===== src/rtl/ddr3_mem_bist_if.sv =====
// Command/data bus between the memory BIST engine and the DDR3 controller user port.
// The master side (BIST) issues one-cycle rd/wr/refresh pulses; the slave side
// (controller) answers with busy and a read-data strobe.
interface ddr3_mem_bist_if #(
  parameter int ADDR_WIDTH = 26,
  parameter int DATA_WIDTH = 16
) ();
  logic                  mem_rd;
  logic                  mem_wr;
  logic                  mem_refresh;
  logic [ADDR_WIDTH-1:0] mem_addr;
  logic [DATA_WIDTH-1:0] mem_din;
  logic [DATA_WIDTH-1:0] mem_dout;
  logic                  mem_data_ready;
  logic                  mem_busy;

  modport master (
    output mem_rd, mem_wr, mem_refresh, mem_addr, mem_din,
    input  mem_dout, mem_data_ready, mem_busy
  );

  modport slave (
    input  mem_rd, mem_wr, mem_refresh, mem_addr, mem_din,
    output mem_dout, mem_data_ready, mem_busy
  );
endinterface


===== src/rtl/ddr3_mem_bist.sv =====
// Memory built-in self-test engine for the DDR3 controller user port.
// A test writes a pattern over [base, base+length) and then reads it back,
// counting mismatches and read timeouts, while slotting refresh commands in
// on a fixed cycle schedule. The address window wraps at the top of memory.
module ddr3_mem_bist #(
  parameter int ADDR_WIDTH    = 26,
  parameter int DATA_WIDTH    = 16,
  parameter int REFRESH_COUNT = 778,
  parameter int TIMEOUT       = 255
) (
  input  logic                  clk,
  input  logic                  reset,
  input  logic                  start,
  input  logic [1:0]            mode,
  input  logic [DATA_WIDTH-1:0] seed,
  input  logic [ADDR_WIDTH-1:0] base_addr,
  input  logic [ADDR_WIDTH-1:0] length,
  input  logic                  stop_on_error,
  ddr3_mem_bist_if.master       mem,
  output logic                  running,
  output logic                  done,
  output logic [15:0]           error_count,
  output logic [ADDR_WIDTH-1:0] fail_addr,
  output logic [DATA_WIDTH-1:0] fail_expected,
  output logic [DATA_WIDTH-1:0] fail_actual,
  output logic                  timeout,
  output logic [23:0]           refresh_count
);

  typedef enum logic [2:0] {IDLE, W_CMD, W_WAIT, R_CMD, R_WAIT, DONE} state_t;

  // Timer saturates below 2*REFRESH_COUNT so one refresh always brings it back under the threshold.
  localparam int TMR_MAX = 2 * REFRESH_COUNT - 2;
  localparam int TMR_W   = $clog2(2 * REFRESH_COUNT + 1);
  localparam int TO_W    = $clog2(TIMEOUT + 1);

  // Galois feedback masks (right-shifting form) for maximal-length polynomials.
  function automatic logic [DATA_WIDTH-1:0] lfsr_taps();
    case (DATA_WIDTH)
      8:       return DATA_WIDTH'(64'h00000000000000B8);
      16:      return DATA_WIDTH'(64'h000000000000B400);  // x^16+x^14+x^13+x^11+1
      24:      return DATA_WIDTH'(64'h0000000000E10000);
      32:      return DATA_WIDTH'(64'h0000000080200003);
      64:      return DATA_WIDTH'(64'hD800000000000000);
      default: return {1'b1, {(DATA_WIDTH-1){1'b0}}};
    endcase
  endfunction

  localparam logic [DATA_WIDTH-1:0] TAPS = lfsr_taps();

  // An all-zero LFSR would lock up, so a zero seed starts the sequence at 1.
  function automatic logic [DATA_WIDTH-1:0] lfsr_init(input logic [DATA_WIDTH-1:0] v);
    return (v == '0) ? DATA_WIDTH'(1) : v;
  endfunction

  state_t                state_reg;
  logic [ADDR_WIDTH-1:0] offset_reg;
  logic [ADDR_WIDTH-1:0] base_reg;
  logic [ADDR_WIDTH-1:0] len_reg;
  logic [DATA_WIDTH-1:0] seed_reg;
  logic [1:0]            mode_reg;
  logic                  stop_reg;
  logic [DATA_WIDTH-1:0] lfsr_reg;
  logic [DATA_WIDTH-1:0] expected_reg;
  logic                  wait_first_reg;
  logic                  cmd_data_reg;
  logic                  data_seen_reg;
  logic [TO_W-1:0]       to_cnt_reg;
  logic [TMR_W-1:0]      tmr_reg;
  logic                  refresh_needed_reg;

  logic [ADDR_WIDTH-1:0] cur_addr;
  logic [ADDR_WIDTH-1:0] offset_inc;
  logic [ADDR_WIDTH-1:0] walk_idx;
  logic [DATA_WIDTH-1:0] addr_lo;
  logic [DATA_WIDTH-1:0] lfsr_next;
  logic [DATA_WIDTH-1:0] pattern;
  logic [TMR_W-1:0]      tmr_inc;
  logic                  start_accept;
  logic                  refresh_issue;
  logic                  last_word;
  logic                  rd_active;
  logic                  ready_now;
  logic                  to_fire;
  logic                  mismatch;
  logic                  fail_now;
  logic                  read_ok;
  logic                  wait_exit;

  assign cur_addr   = base_reg + offset_reg;
  assign offset_inc = offset_reg + ADDR_WIDTH'(1);
  assign last_word  = (offset_inc == len_reg);
  assign walk_idx   = cur_addr % ADDR_WIDTH'(DATA_WIDTH);
  assign lfsr_next  = lfsr_reg[0] ? ((lfsr_reg >> 1) ^ TAPS) : (lfsr_reg >> 1);

  generate
    if (DATA_WIDTH <= ADDR_WIDTH) begin : g_addr_narrow
      assign addr_lo = cur_addr[DATA_WIDTH-1:0];
    end else begin : g_addr_wide
      assign addr_lo = {{(DATA_WIDTH-ADDR_WIDTH){1'b0}}, cur_addr};
    end
  endgenerate

  assign start_accept  = start && ((state_reg == IDLE) || (state_reg == DONE));
  assign refresh_issue = refresh_needed_reg && ((state_reg == W_CMD) || (state_reg == R_CMD));
  assign tmr_inc       = (tmr_reg == TMR_W'(TMR_MAX)) ? tmr_reg : tmr_reg + TMR_W'(1);

  // Read completion: first strobe after a data read, or the timeout standing in for it.
  assign rd_active = (state_reg == R_WAIT) && cmd_data_reg && !data_seen_reg;
  assign ready_now = rd_active && mem.mem_data_ready;
  assign to_fire   = rd_active && !mem.mem_data_ready && (to_cnt_reg == TO_W'(TIMEOUT - 1));
  assign mismatch  = ready_now && (mem.mem_dout != expected_reg);
  assign fail_now  = mismatch || to_fire;
  assign read_ok   = (state_reg != R_WAIT) || !cmd_data_reg || data_seen_reg || ready_now || to_fire;
  assign wait_exit = !wait_first_reg && !mem.mem_busy && read_ok;

  // Data pattern for the word at the current offset.
  always_comb begin
    pattern = seed_reg;
    case (mode_reg)
      2'd0:    pattern = addr_lo ^ seed_reg;
      2'd1:    pattern = lfsr_reg;
      2'd2:    pattern = DATA_WIDTH'(1) << walk_idx;
      default: pattern = seed_reg;
    endcase
  end

  // Refresh interval timer; only advances while a test is running.
  always_ff @(posedge clk or posedge reset) begin
    if (reset) begin
      tmr_reg            <= '0;
      refresh_needed_reg <= 1'b0;
    end else if (start_accept) begin
      tmr_reg            <= '0;
      refresh_needed_reg <= 1'b0;
    end else if (running) begin
      if (refresh_issue) begin
        tmr_reg            <= tmr_inc - TMR_W'(REFRESH_COUNT);
        refresh_needed_reg <= 1'b0;
      end else begin
        tmr_reg <= tmr_inc;
        if (tmr_reg == TMR_W'(REFRESH_COUNT)) begin
          refresh_needed_reg <= 1'b1;
        end
      end
    end
  end

  // Test sequencer: write pass, verify pass, status capture and command outputs.
  always_ff @(posedge clk or posedge reset) begin
    if (reset) begin
      state_reg       <= IDLE;
      offset_reg      <= '0;
      base_reg        <= '0;
      len_reg         <= '0;
      seed_reg        <= '0;
      mode_reg        <= '0;
      stop_reg        <= 1'b0;
      lfsr_reg        <= '0;
      expected_reg    <= '0;
      wait_first_reg  <= 1'b0;
      cmd_data_reg    <= 1'b0;
      data_seen_reg   <= 1'b0;
      to_cnt_reg      <= '0;
      mem.mem_rd      <= 1'b0;
      mem.mem_wr      <= 1'b0;
      mem.mem_refresh <= 1'b0;
      mem.mem_addr    <= '0;
      mem.mem_din     <= '0;
      running         <= 1'b0;
      done            <= 1'b0;
      error_count     <= '0;
      fail_addr       <= '0;
      fail_expected   <= '0;
      fail_actual     <= '0;
      timeout         <= 1'b0;
      refresh_count   <= '0;
    end else begin
      mem.mem_rd      <= 1'b0;
      mem.mem_wr      <= 1'b0;
      mem.mem_refresh <= 1'b0;
      case (state_reg)
        IDLE, DONE: begin
          if (start) begin
            mode_reg      <= mode;
            seed_reg      <= seed;
            base_reg      <= base_addr;
            len_reg       <= length;
            stop_reg      <= stop_on_error;
            offset_reg    <= '0;
            lfsr_reg      <= lfsr_init(seed);
            error_count   <= '0;
            fail_addr     <= '0;
            fail_expected <= '0;
            fail_actual   <= '0;
            timeout       <= 1'b0;
            refresh_count <= '0;
            if (length == '0) begin
              state_reg <= DONE;
              running   <= 1'b0;
              done      <= 1'b1;
            end else begin
              state_reg <= W_CMD;
              running   <= 1'b1;
              done      <= 1'b0;
            end
          end
        end
        W_CMD, R_CMD: begin
          wait_first_reg <= 1'b1;
          data_seen_reg  <= 1'b0;
          to_cnt_reg     <= '0;
          if (refresh_needed_reg) begin
            mem.mem_refresh <= 1'b1;
            refresh_count   <= refresh_count + 24'd1;
            cmd_data_reg    <= 1'b0;
          end else begin
            cmd_data_reg <= 1'b1;
            mem.mem_addr <= cur_addr;
            lfsr_reg     <= lfsr_next;
            if (state_reg == W_CMD) begin
              mem.mem_wr  <= 1'b1;
              mem.mem_din <= pattern;
            end else begin
              mem.mem_rd   <= 1'b1;
              expected_reg <= pattern;
            end
          end
          state_reg <= (state_reg == W_CMD) ? W_WAIT : R_WAIT;
        end
        W_WAIT, R_WAIT: begin
          wait_first_reg <= 1'b0;
          if (rd_active) begin
            if (ready_now || to_fire) begin
              data_seen_reg <= 1'b1;
            end else begin
              to_cnt_reg <= to_cnt_reg + TO_W'(1);
            end
            if (to_fire) begin
              timeout <= 1'b1;
            end
            if (fail_now) begin
              if (error_count != 16'hFFFF) begin
                error_count <= error_count + 16'd1;
              end
              if (error_count == 16'd0) begin
                fail_addr     <= mem.mem_addr;
                fail_expected <= expected_reg;
                fail_actual   <= to_fire ? '0 : mem.mem_dout;
              end
            end
          end
          if (mismatch && stop_reg) begin
            state_reg <= DONE;
            running   <= 1'b0;
            done      <= 1'b1;
          end else if (wait_exit) begin
            if (!cmd_data_reg) begin
              state_reg <= (state_reg == W_WAIT) ? W_CMD : R_CMD;
            end else if (!last_word) begin
              offset_reg <= offset_inc;
              state_reg  <= (state_reg == W_WAIT) ? W_CMD : R_CMD;
            end else if (state_reg == W_WAIT) begin
              offset_reg <= '0;
              lfsr_reg   <= lfsr_init(seed_reg);
              state_reg  <= R_CMD;
            end else begin
              state_reg <= DONE;
              running   <= 1'b0;
              done      <= 1'b1;
            end
          end
        end
        default: state_reg <= IDLE;
      endcase
    end
  end

endmodule


===== src/flat_wrapper.sv =====
// flat-port wrapper written by rule: the top's interface ports become plain ports
module ddr3_mem_bist_flat 
#(
  parameter int ADDR_WIDTH    = 26,
  parameter int DATA_WIDTH    = 16,
  parameter int REFRESH_COUNT = 778,
  parameter int TIMEOUT       = 255
)
  (clk, reset, start, mode, seed, base_addr, length, stop_on_error, running, done, error_count, fail_addr, fail_expected, fail_actual, timeout, refresh_count, mem_mem_rd, mem_mem_wr, mem_mem_refresh, mem_mem_addr, mem_mem_din, mem_mem_dout, mem_mem_data_ready, mem_mem_busy);
  ddr3_mem_bist_if #(.ADDR_WIDTH(ADDR_WIDTH), .DATA_WIDTH(DATA_WIDTH)) mem_i ();
  input  logic clk;
  input  logic reset;
  input  logic start;
  input  logic [1:0] mode;
  input  logic [DATA_WIDTH-1:0] seed;
  input  logic [ADDR_WIDTH-1:0] base_addr;
  input  logic [ADDR_WIDTH-1:0] length;
  input  logic stop_on_error;
  output logic running;
  output logic done;
  output logic [15:0] error_count;
  output logic [ADDR_WIDTH-1:0] fail_addr;
  output logic [DATA_WIDTH-1:0] fail_expected;
  output logic [DATA_WIDTH-1:0] fail_actual;
  output logic timeout;
  output logic [23:0] refresh_count;
  output wire logic [$bits(mem_i.mem_rd)-1:0] mem_mem_rd;
  output wire logic [$bits(mem_i.mem_wr)-1:0] mem_mem_wr;
  output wire logic [$bits(mem_i.mem_refresh)-1:0] mem_mem_refresh;
  output wire logic [$bits(mem_i.mem_addr)-1:0] mem_mem_addr;
  output wire logic [$bits(mem_i.mem_din)-1:0] mem_mem_din;
  input wire logic [$bits(mem_i.mem_dout)-1:0] mem_mem_dout;
  input wire logic [$bits(mem_i.mem_data_ready)-1:0] mem_mem_data_ready;
  input wire logic [$bits(mem_i.mem_busy)-1:0] mem_mem_busy;
  assign mem_mem_rd = mem_i.mem_rd;
  assign mem_mem_wr = mem_i.mem_wr;
  assign mem_mem_refresh = mem_i.mem_refresh;
  assign mem_mem_addr = mem_i.mem_addr;
  assign mem_mem_din = mem_i.mem_din;
  assign mem_i.mem_dout = mem_mem_dout;
  assign mem_i.mem_data_ready = mem_mem_data_ready;
  assign mem_i.mem_busy = mem_mem_busy;
  ddr3_mem_bist #(.ADDR_WIDTH(ADDR_WIDTH), .DATA_WIDTH(DATA_WIDTH), .REFRESH_COUNT(REFRESH_COUNT), .TIMEOUT(TIMEOUT)) u_core (.clk(clk), .reset(reset), .start(start), .mode(mode), .seed(seed), .base_addr(base_addr), .length(length), .stop_on_error(stop_on_error), .mem(mem_i), .running(running), .done(done), .error_count(error_count), .fail_addr(fail_addr), .fail_expected(fail_expected), .fail_actual(fail_actual), .timeout(timeout), .refresh_count(refresh_count));
endmodule

===== config.mk =====
export PLATFORM = sky130hd
export DESIGN_NAME = ddr3_mem_bist_flat
export DESIGN_NICKNAME = d
export VERILOG_FILES = /design/src/rtl/ddr3_mem_bist_if.sv /design/src/rtl/ddr3_mem_bist.sv /design/src/flat_wrapper.sv
export SDC_FILE = /design/constraint.sdc
export NUM_CORES = 1
export LEC_CHECK = 0
export ABC_AREA = 1
export CAP_MARGIN = 20
export CORE_MARGIN = 2
export CORE_UTILIZATION = 30
export DETAILED_ROUTE_END_ITERATION = 12
export GPL_TIMING_DRIVEN = 1
export PLACE_DENSITY = 0.54
export SLEW_MARGIN = 20
export SYNTH_ARGS = -nofsm -noshare
export SYNTH_HDL_FRONTEND = slang
export SYNTH_SLANG_ARGS = --single-unit
export TNS_END_PERCENT = 100

===== constraint.sdc =====
create_clock -name clk -period 11.5 [get_ports clk]
set_input_delay 2.875 -clock clk [delete_from_list [all_inputs] [get_ports clk]]
set_output_delay 2.875 -clock clk [all_outputs]
set_load 0.01 [all_outputs]

### After elaboration in Yosys (flattened, before gate mapping)

Cells that the tools add are included.
Widths: inputs -> output; s select.

| storage, ports and cells | value |
|---|---|
| bits in registers | 301 |
| input bits | 92 |
| output and inout port bits | 146 |
| word-level logic and storage cells | 222 |

| operators by class | value |
|---|---|
| add/subtract/negate cells | 7 |
| equality and inequality tests | 34 |
| shift-type cells | 1 |
| muxes and demuxes | 94 |
| bitwise operators | 4 |
| reduce and logical (&&, ||, !) cells | 54 |

Operators by type and width:

| operator | count |
|---|---|
| $mux 16 | 21 |
| $mux 26 | 9 |
| $pmux 26 s2 | 2 |
| $pmux 16 s2 | 3 |
| $pmux 16 s3 | 2 |
| $logic_not 16->1 | 3 |
| $mux 24 | 2 |
| $pmux 24 s2 | 1 |
| $mux 11 | 4 |
| $mux 1 | 32 |
| $add 26x1->26 const B | 1 |
| $add 26x26->26 | 1 |
| $eq 26x26->1 | 1 |
| $logic_not 26->1 | 1 |
| $add 24x1->24 const B | 1 |
| $mux 3 | 8 |
| $ne 2x1->1 const B | 11 |
| $add 16x1->16 const B | 1 |
| $mux 8 | 2 |
| $ne 16x16->1 | 1 |
| $ne 16x16->1 const B | 1 |
| $pmux 8 s2 | 1 |
| $shl 1x4->16 const A | 1 |
| $xor 16x16->16 | 1 |
| 34 further kinds | 83 |

### Longest topological paths before layout

| depth | value |
|---|---|
| depth in word-level cells | 10 |
| gate-level depth with buffers | 20 |
| mapped depth without buffers | 19 |

### Least setup slack after synthesis

OpenSTA, ideal clock, no wires.

| timing | value |
|---|---|
| path type | in2reg |
| start | input port mem_mem_dout[5] |
| end | register u_core.fail_expected[10] |
| library setup time | 132 ps |
| arrival | 4204 ps |
| data required time | 11368 ps |
| setup slack | 7164 ps |
| stages on the path | 13 |
| buffers on the path | 2 |
| cells stage by stage | or2_2 a21oi_1 nand3_1 nor2_1 nand2_1 nand2_1 nand2_1 nand2_1 a211oi_4 buf_4 buf_4 nand3_1 o21ai_0 |

| between the ends | value |
|---|---|
| cells in the longest elaborated chain, start to end | 5 |

Ends and longest elaborated chain:

| element | RTL line | source |
|---|---|---|
| start: declaration | flat_wrapper.sv:32 | `input wire logic [$bits(mem_i.mem_dout)-1:0] mem_mem_dout;` |
| $ne 16x16->1 | ddr3_mem_bist.sv:112 | `assign mismatch = ready_now && (mem.mem_dout != expected_reg);` |
| $logic_and 1x1->1 | ddr3_mem_bist.sv:112 |  |
| $logic_or 1x1->1 | ddr3_mem_bist.sv:113 | `assign fail_now = mismatch \|\| to_fire;` |
| $ne 2x1->1 (no line) | - |  |
| $reduce_and 5->1 (no line) | - |  |
| end signal: assignment | ddr3_mem_bist.sv:248 | `fail_expected <= expected_reg;` |
| end: declaration | ddr3_mem_bist.sv:24 | `output logic [DATA_WIDTH-1:0] fail_expected,` |

No other way between the ends.
A chain may end at the register's enable or synchronous reset.

### Worst setup path in the final report

| timing | value |
|---|---|
| start | input port mem_mem_data_ready |
| end | register u_core.fail_addr[20] |

| between the ends | value |
|---|---|
| cells in the longest elaborated chain, start to end | 6 |
| elaborated cells on any way between the ends | 8 |
| those cells by class | eq/ne (1); reduce/logical (7) |

Ends and longest elaborated chain:

| element | RTL line | source |
|---|---|---|
| start: declaration | flat_wrapper.sv:33 | `input wire logic [$bits(mem_i.mem_data_ready)-1:0] mem_mem_data_ready;` |
| $logic_not 1->1 | ddr3_mem_bist.sv:111 | `assign to_fire = rd_active && !mem.mem_data_ready && (to_cnt_reg == TO_W'(TIMEOUT - 1));` |
| $logic_and 1x1->1 (2 in series) | ddr3_mem_bist.sv:111 |  |
| $logic_or 1x1->1 * | ddr3_mem_bist.sv:113 |  |
| $ne 2x1->1 (no line) * | - |  |
| $reduce_and 5->1 (no line) * | - |  |
| end signal: assignment | ddr3_mem_bist.sv:247 | `fail_addr <= mem.mem_addr;` |
| end: declaration | ddr3_mem_bist.sv:23 | `output logic [ADDR_WIDTH-1:0] fail_addr,` |

Mark *: on every way between the ends. The rest lies on a longest branch, timed or not.

==> run summary <==
Critical R2R Launch = u_core.offset_reg[1]$_DFFE_PP0P_
CTS tree = built
Post CTS Setup Buffer Count = 0
P&R area growth vs syn = 25.0%
GRT Total Usage = 19.3%
TNS Setup = 0 ns
Pwr Density = 245 nW/µm²
Die X = 245 µm
post-route ant nets = 0
max-cap violations = 0
largest family of logic cells by synthesized area = simple AND/OR/NAND/NOR gates
initial core utilization = 30.2%
total design power = 5.33 mW
fraction of layout cells with a size suffix above 1 = 5.26%
Tcrit/Tclk final = 45.1%
final hold vios = 0
Post-synth ARST share = 100%
ranking of synthesized cells by area = dfrtp_1 (43%), nand2_1 (16%), nand3_1 (6.9%), inv_1 (6.1%), o21ai_0 (5.0%)
most frequent cells in the layout = nand2_1 (758), dfrtp_1 (301), inv_1 (280)
Layout Nets = 2745
CP Launch Type = primary input
initial antenna violation count = 0
Antenna diodes = 0
unrepaired setup endpoints after global routing = false
Port Buffers = 237
first-pass detailed-route iteration total = 6
Hold Path Class = flip-flop to flip-flop
R2R depth = 18
Mapped Avg Cell Area = 7.26 µm²
die area = 60000 µm²
Synth Area in Compound Gates = 10.0%
most common cell after layout, fill and taps aside = nand2_1
Max stage delay on crit path = 0.77 ns
Post-synth EDFFs = 0
simple-gate share of the synthesized area = 33.3%
Initial DRC Count = 1210
post-synthesis mux area share = 0%
vias in the first global route = 16007
CP max stage cell = buf_4
clk_lat worst skew = 0.56 ns
Residual DRC = 0
die span in y = 245 µm
critical-path cell list = clkdlybuf4s50_1 > inv_1 > nand4_1 > nor2_1 > nor2_1 > buf_4 > nand2_1 > nand2_1 > a211oi_4 > buf_4 > o21ai_0
first-pass GRT wire length = 90900 µm
RR Endpoint = u_core.lfsr_reg[3]$_DFFE_PP0P_
FF-to-FF setup slack = 8.01 ns
io pins = 238
Wirelength per Cell = 17.1 µm
# clock sinks = 301
cells after synthesis = 2399
FMAX = 193 MHz
library cells used by synthesis = 50
final worst path period need = 5.18 ns
critical path endpoint category = flip-flop
Slew Limit Fails = 0
Hold Path End = u_core.lfsr_reg[2]$_DFFE_PP0P_
area share of the leading cell type in the synthesized netlist = 43.3%
main flop type after synthesis = dfrtp_1
hold depth = 2
Synth area leader = dfrtp_1
Leakage = 9.94 nW
clk_skew = 0.0334 ns
WL final = 58300 µm
clock buffer depth = 3
Max FO, Critical Path = 116
Core Region = 57600 µm²
YS warnings = 0
Via-to-Cell Ratio = 4.88
largest net degree at the start of global routing = 117
H-tree lvl count = 2
Synth Area in XOR/XNOR = 2.54%
synthesized area = 17400 µm²
Synthesized Nets = 2527
synthesis-stage register bit count = 301
critical path class = primary input to flip-flop
CTS Hold Buffers Added = 0
register area share after synthesis = 43.3%
Peak VDD IR = 139 µV
# resized after CTS = 0
Worst Hold Launch = u_core.lfsr_reg[2]$_DFFE_PP0P_
Crit path arrival time = 5.55 ns
Final Setup Violations = 0
Clock transition at path regs = 0.05 ns
cts bufs inserted = 38
global route overflow = 0
Worst-Margin Slew = 1.06 ns
Slew HR = 29.1%
status = finished, final reports clean
Final HPWL DP = 44600 µm
vias = 16614
GPL Wtd Cong = 0.905
CP required = 11.86 ns
Row Count = 88
CTS root buf = clkbuf_16
Synth Area in Adders = 2.63%
-- worst max-delay path: cells and delay by family --
kind	cells	cell delay (ns)
buffers and inverters	4	1.60
AND/OR/NAND/NOR	5	0.61
AO/OA/AOI/OAI	2	0.35
-- through the flow --
step / setup WS, ns / hold WS [ns] / cells / util [%] / area, µm²
3_5_place_dp: 5.76 / 0.459 / 3342 / 35.6 / 20500
3_3_place_gp: 5.77 / 0.456 / 3342 / 35.6 / 20500
2_1_floorplan: 0.307 / 0.442 / 2399 / - / 17400
5_1_grt: 6.03 / 0.493 / 3406 / 37.8 / 21800
4_1_cts: 6.35 / 0.472 / 3406 / 37.8 / 21800
6_report: 6.32 / 0.470 / 3406 / 37.8 / 21800
-- kinds of logic (layout without fill, tap and decap cells) --
family          after synthesis  after routing
flops                       301            301
buf+inv                     364            606
compound gates              311            311
fa+ha+maj                    36             36
simple gates               1338           1338
xor+xnor                     49             49
-- cell usage after synthesis (2+ instances only) --
master	count
dfrtp_1	301
nor2_1	179
o2111ai_1	11
clkbuf_1	49
nor2_4	8
a211oi_1	2
and2_1	3
o211ai_1	3
nor3_1	31
buf_1	2
o31ai_1	7
nor3b_1	3
or2_2	11
nor2_2	13
nand2_1	758
nand2_2	7
ha_1	35
nor4_1	28
nor3_2	2
nand3_2	11
a21oi_1	69
inv_2	6
a31oi_1	4
nand3b_1	4
xor2_1	30
xnor2_1	18
buf_6	4
buf_2	10
clkinv_1	4
nand3_1	241
o21ai_0	175
o22ai_1	6
o21a_1	3
o221ai_1	12
a221oi_1	3
nand4_1	34
nand2_4	3
o21bai_1	4
inv_1	281
o21ai_1	7
buf_4	8
-- worst max path at each step --
stage / from / endpoint / slack [ns] / cells after the start
floorplan: reset / u_core.base_reg[0]$_DFFE_PP0P_ / 0.31 / 1
global placement: start / u_core.refresh_needed_reg$_DFFE_PP0P_ / 5.77 / 9
detailed placement: start / u_core.refresh_needed_reg$_DFFE_PP0P_ / 5.76 / 9
CTS: mem_mem_data_ready / u_core.fail_addr[20]$_DFFE_PP0P_ / 6.35 / 11
global route: mem_mem_data_ready / u_core.fail_addr[16]$_DFFE_PP0P_ / 6.03 / 12
finish: mem_mem_data_ready / u_core.fail_addr[20]$_DFFE_PP0P_ / 6.32 / 11
-- per-layer routing --
metal	wire, µm	GRT usage [%]	share of wire [%]
met1	26800	26.1	46
met4	2020	6.76	3.5
met2	26300	30.8	45
met5	0	0	0
met3	3220	3.54	5.5
-- final cells by class --
| cell class | count | area, µm² |
|---|---|---|
| clock buffer | 51 | 1090 |
| inverter | 291 | 1100 |
| multi-input combinational | 1734 | 8450 |
| clock inverter | 13 | 164 |
| fill | 6011 | 35800 |
| sequential | 301 | 7530 |
| timing repair buffer | 251 | 2480 |
| tap | 765 | 957 |
-- report_power, final --
group	switching [mW]	internal, mW	total [mW]
clock network	0.472	0.733	1.20
registers	0.292	1.43	1.72
logic	1.57	0.835	2.40
(Power assumes the default switching activity.)
==> variant 1, RTL diff (config.mk and constraints unchanged) <==
`TIMEOUT` is set to 255 in 2 places; all go to 510.
--- a/src/rtl/ddr3_mem_bist.sv
+++ b/src/rtl/ddr3_mem_bist.sv
@@ -7,5 +7,5 @@
   parameter int DATA_WIDTH    = 16,
   parameter int REFRESH_COUNT = 778,
-  parameter int TIMEOUT       = 255
+  parameter int TIMEOUT       = 510
 ) (
   input  logic                  clk,
--- a/src/flat_wrapper.sv
+++ b/src/flat_wrapper.sv
@@ -5,5 +5,5 @@
   parameter int DATA_WIDTH    = 16,
   parameter int REFRESH_COUNT = 778,
-  parameter int TIMEOUT       = 255
+  parameter int TIMEOUT       = 510
 )
   (clk, reset, start, mode, seed, base_addr, length, stop_on_error, running, done, error_count, fail_addr, fail_expected, fail_actual, timeout, refresh_count, mem_mem_rd, mem_mem_wr, mem_mem_refresh, mem_mem_addr, mem_mem_din, mem_mem_dout, mem_mem_data_ready, mem_mem_busy);
Check against the original RTL: no difference found for any inputs over 4 cycles, from zero or initial values and one cycle with reset high; that may be too few to reach the edited logic, so the function may still have changed.
==> variant 1 against the original RTL <==
- hold slack better by 5.9 ps
- setup slack worse by 640 ps
- clock skew down 20 ps
- synthesized area about the same
- global-route usage up 0.19 points
- power down 2.3%
- sequential cell count up 1
- wire length up 0.70%
- core utilization up 0.22 points
- register-to-register slack worse by 740 ps
- cell area up 0.57%
- first-iteration DRC count down 5.3%
- die area about the same
- highest routed layer is now met5
==> variant 1: results (changes against the original RTL) <==
| Metric | Value |
|---|---|
| First-pass GRT wire length | `92.30 mm (+1.6%)` |
| Setup slack, reg-to-reg | `7270 ps (-740 ps)` |
| Cell Area, Placed | `20540 µm² (+0.13%)` |
| Critical path's largest stage delay | `850 ps (+80 ps)` |
| FILL cells | `5993 (-0.30%)` |
| Relative slew slack | `30.73% (+1.6 points)` |
| Pleak | `10.03 nW (+0.94%)` |
| Crit path DAT | `6290 ps (+740 ps)` |
| CP Max Fanout | `41 (-65%)` |
| Register area | `7557 µm² (+0.33%)` |
| VDD IR max | `0.1654 mV (+19%)` |
| GR Util All Layers | `19.44% (+0.19 points)` |
| Signal buf overhead | `11.34% (-0.042 points)` |
| Antenna fix cells | `1 (+1)` |
| Cell variety after synth | `51 (+2.0%)` |
| Clock network area share | `6.086% (+0.32 points)` |
| Synth cell count leaders | `nand2_1 (769), dfrtp_1 (302), inv_1 (279)` |
| Seq/Total Area, Yosys | `43.35% (+0.10 points)` |
| Placed Cells | `3350 (+0.24%)` |
| Status | `completed` |
| Routability cong. | `0.9093 (+0.51%)` |
| Total Nets Final | `2754 (+0.33%)` |
| Syn_area_per_cell | `7.233 µm² (-0.36%)` |
| Comb_multi_in | `1745 (+0.63%)` |
| Num sequential | `302 (+0.33%)` |
| Max Clock Skew | `13.72 ps (-19.68 ps)` |
| Crit path max-delay cell type | `clkinv_1` |
| Initial antenna violation count | `5 (+5)` |
| Clkbuf count | `55 (+7.8%)` |
| Largest cells by area after synthesis | `dfrtp_1 (43%), nand2_1 (17%), nand3_1 (6.8%)` |
| Non-CTS inverters | `289 (-0.69%)` |
| Fraction of layout cells with a size suffix above 1 | `4.520% (-0.74 points)` |
| Post-Syn Nets | `2538 (+0.44%)` |
| DR vias | `16779 (+0.99%)` |
| Top_reg_cell synth | `dfrtp_1` |
| Pre-Repair DR Iteration Count | `8 (+2)` |
| Multi-input combinational area share | `38.68% (-0.12 points)` |
| Hpwl dp | `44.66 mm (+0.10%)` |
| Largest net degree at the start of global routing | `127 (+8.5%)` |
| Power per cell area | `237.8 nW/µm² (-2.9%)` |
| Synthesis Warnings | `0 (unchanged)` |
| IO Port Bufs | `237 (unchanged)` |
| Wire per inst | `17.16 µm (+0.26%)` |
[variant 1: worst min-delay path: cells and delay by family, from the launching register on]
kind,cells,cell delay [ps]
flops,1,340
simple gates,2,100
[variant 1: cells by family (layout without fill, tap and decap cells)]
family	after synthesis	in the layout	synth area share, %
compound gates	324	324	10.36
fa+ha+maj	36	36	2.627
xor+xnor	52	52	2.850
simple gates	1333	1333	32.71
flops	302	302	43.35
buf+inv	363	608	8.104
other cells	0	1	0
[variant 1: worst paths after layout]
check                                           startpoint                               end  cells past startpoint
min in group asynchronous                            reset  u_core.fail_addr[15]$_DFFE_PP0P_                      2
hold reg to reg             u_core.lfsr_reg[2]$_DFFE_PP0P_    u_core.lfsr_reg[2]$_DFFE_PP0P_                      2
setup reg to reg           u_core.state_reg[2]$_DFFE_PP0P_     u_core.tmr_reg[3]$_DFFE_PP0P_                      9
hold / removal              u_core.lfsr_reg[2]$_DFFE_PP0P_    u_core.lfsr_reg[2]$_DFFE_PP0P_                      2
setup / recovery                                     start     u_core.tmr_reg[3]$_DFFE_PP0P_                      8
max in group asynchronous                            reset    u_core.len_reg[14]$_DFFE_PP0P_                      3
[variant 1: where the power goes]
part | leakage, nW | total [W] | switching [W] | internal (W)
clock network | 0.662 | 0.00127 | 0.000510 | 0.000762
registers | 3.98 | 0.00165 | 0.000258 | 0.00139
logic | 5.39 | 0.00228 | 0.00151 | 0.000771
[variant 1: per-stage QoR]
step	hold slack, ps	setup slack [ps]
after floorplan	441.9	279.1
after global placement	456.4	5133
after detailed placement	461.8	5078
after CTS	476.7	5699
after global routing	491.1	5362
final	475.4	5673
[variant 1: layer usage]
metal  GRT usage (%)  wire length, µm  share of wire (%)
met1           26.60            27280                 46
met2           31.12            26380                 45
met3           3.903             3724                6.3
met4           5.362             1260                2.1
met5               0               53              0.090
==> variant 2, RTL diff (same settings) <==
Without the edit above. Register the input `mode` before use, cleared by the reset. The logic sees it one clock later. The other inputs are not delayed to match.
--- a/src/rtl/ddr3_mem_bist.sv
+++ b/src/rtl/ddr3_mem_bist.sv
@@ -34,4 +34,14 @@
   localparam int TMR_W   = $clog2(2 * REFRESH_COUNT + 1);
   localparam int TO_W    = $clog2(TIMEOUT + 1);
+
+  logic [1:0] mode_q;
+
+  always_ff @(posedge clk or posedge reset) begin
+    if (reset) begin
+      mode_q <= '0;
+    end else begin
+      mode_q <= mode;
+    end
+  end
 
   // Galois feedback masks (right-shifting form) for maximal-length polynomials.
@@ -183,5 +193,5 @@
         IDLE, DONE: begin
           if (start) begin
-            mode_reg      <= mode;
+            mode_reg      <= mode_q;
             seed_reg      <= seed;
             base_reg      <= base_addr;
Behaviour: not the same (a bounded check fails within 4 cycles, from zero or initial values and one cycle with reset high).
==> variant 2 against the original RTL <==
- sequential cell count rose by 2
- wire length shrank 1.4%
- critical path type unchanged
- synthesized area fell by 0.73%
- highest routed layer is now met5
- synthesized cell count shrank 2.2%
- largest power group unchanged
- hold slack barely moved
- power decreased by 1.5%
- sequential share of layout area increased by 0.39 points
- cell area down 0.45%
- setup slack worse by 170 ps
==> variant 2: results (changes against the original RTL) <==
| Metric | Value |
|---|---|
| Critical R2R Launch | `u_core.state_reg[2]$_DFFE_PP0P_` |
| Largest net degree at the start of global routing | `174 (+49%)` |
| Hold worst-path end | `u_core.refresh_count[23]$_DFFE_PP0P_` |
| Reg2Reg Depth | `13 (-5)` |
| Initial DRC Count | `1190 (-1.7%)` |
| Met2 routed WL | `25.80 mm (-1.8%)` |
| Met3 Routed Length | `3.726 mm (+16%)` |
| Vias/cell | `4.962 (+1.7%)` |
| Cell Area, Placed | `20420 µm² (-0.43%)` |
| Worst reg2reg path endpoint | `u_core.fail_actual[12]$_DFFE_PP0P_` |
| VDD IR max | `0.1321 mV (-4.7%)` |
| Initial antenna violation count | `3 (+3)` |
| Cell variety after synth | `53 (+6.0%)` |
| First-pass GRT wire length | `91.38 mm (+0.55%)` |
| Routability cong. | `0.8957 (-0.99%)` |
| Crit path max-delay cell type | `nor2_2` |
| Worst min-delay path class | `reg2reg` |
| Setup slack, reg-to-reg | `7720 ps (-290 ps)` |
| Fin cells | `3339 (-2.0%)` |
| Post-Syn Nets | `2474 (-2.1%)` |
| Critical Path End | `u_core.fail_actual[12]$_DFFE_PP0P_` |
| Hold Path Origin | `u_core.refresh_count[23]$_DFFE_PP0P_` |
| Inserted Clock Buffers | `40 (+5.3%)` |
| FILL cells | `5904 (-1.8%)` |
| Drt total wl | `57.49 mm (-1.4%)` |
| Total Nets Final | `2684 (-2.2%)` |
| Status | `completed` |
| Crit-path leading delay family | `simple AND/OR/NAND/NOR gates` |
| Pleak | `10.20 nW (+2.6%)` |
| WHS Path Cells | `1 (-1)` |
| GR Util All Layers | `19.24% (-0.020 points)` |
| Seq/Total Area, Yosys | `43.86% (+0.61 points)` |
| Largest cells by area after synthesis | `dfrtp_1 (44%), nand2_1 (17%), nand3_1 (5.9%)` |
| Clock buffer depth | `3 (unchanged)` |
| Syn_area_per_cell | `7.369 µm² (+1.5%)` |
| Synth cell count leaders | `nand2_1 (766), dfrtp_1 (303), inv_1 (235)` |
| Metal1 wirelength | `26.43 mm (-1.3%)` |
| Fraction of layout cells with a size suffix above 1 | `4.994% (-0.27 points)` |
| Slew @ Worst Pin | `1011 ps (-48.61 ps)` |
| Internal Pwr Total | `0.002913 W (-2.8%)` |
==> variant 2: changes by cell type in the layout (fill, tap and decap cells not counted), moves of 11 or more <==
cell,delta
nand4_1,+14
nand3_1,-38
o2111ai_1,+23
o22ai_1,+13
nor2_1,-47
o21ai_1,+13
inv_1,-47
o221ai_1,-11
==> variant 2: power groups by stage <==
stage,combinational (W),clock [W],sequential [W]
after CTS,0.00237,0.00122,0.00171
after global placement,0.00231,0,0.00172
after global routing,0.00263,0.00126,0.00176
final,0.00235,0.00119,0.00171
after detailed placement,0.00236,0,0.00173
after floorplan,0.00142,0,0.00168
==> variant 2: routing by layer <==
metal / vias up / GRT usage [%]
met4: 6 / 5.667
met2: 514 / 30.90
met3: 86 / 3.402
met5: - / 0
li1: 8181 / -
met1: 7782 / 26.43
==> variant 2: cell type report <==
cell class / count / area, µm² / area share (%)
sequential: 303 / 7582 / 34.99
tap: 756 / 945.9 / 4.365
clock inverter: 12 / 97.59 / 0.4503
inverter: 247 / 934.6 / 4.313
clock buffer: 57 / 1145 / 5.283
timing repair buffer: 249 / 2487 / 11.48
multi-input combinational: 1715 / 8478 / 39.12
==> variant 2: per-stage QoR <==
stage	hold WS [ps]	utilization [%]	worst slack (ps)
after global placement	448.2	35.97	5542
after floorplan	418.3	-	250.7
final	469.2	38.21	6147
after detailed placement	452.5	36.01	5567
after CTS	471.6	38.20	6177
after global routing	480.2	38.21	5929
==> variant 2: kinds of logic (layout without fill, tap and decap cells) <==
logic type	Yosys count	after routing	synth area share, %
AND/OR/NAND/NOR	1258	1258	31.29
AO/OA/AOI/OAI	370	370	12.21
buffers and inverters	328	565	7.324
flip-flops	303	303	43.86
XOR/XNOR	51	51	2.663
adder cells (fa/ha/maj)	36	36	2.649
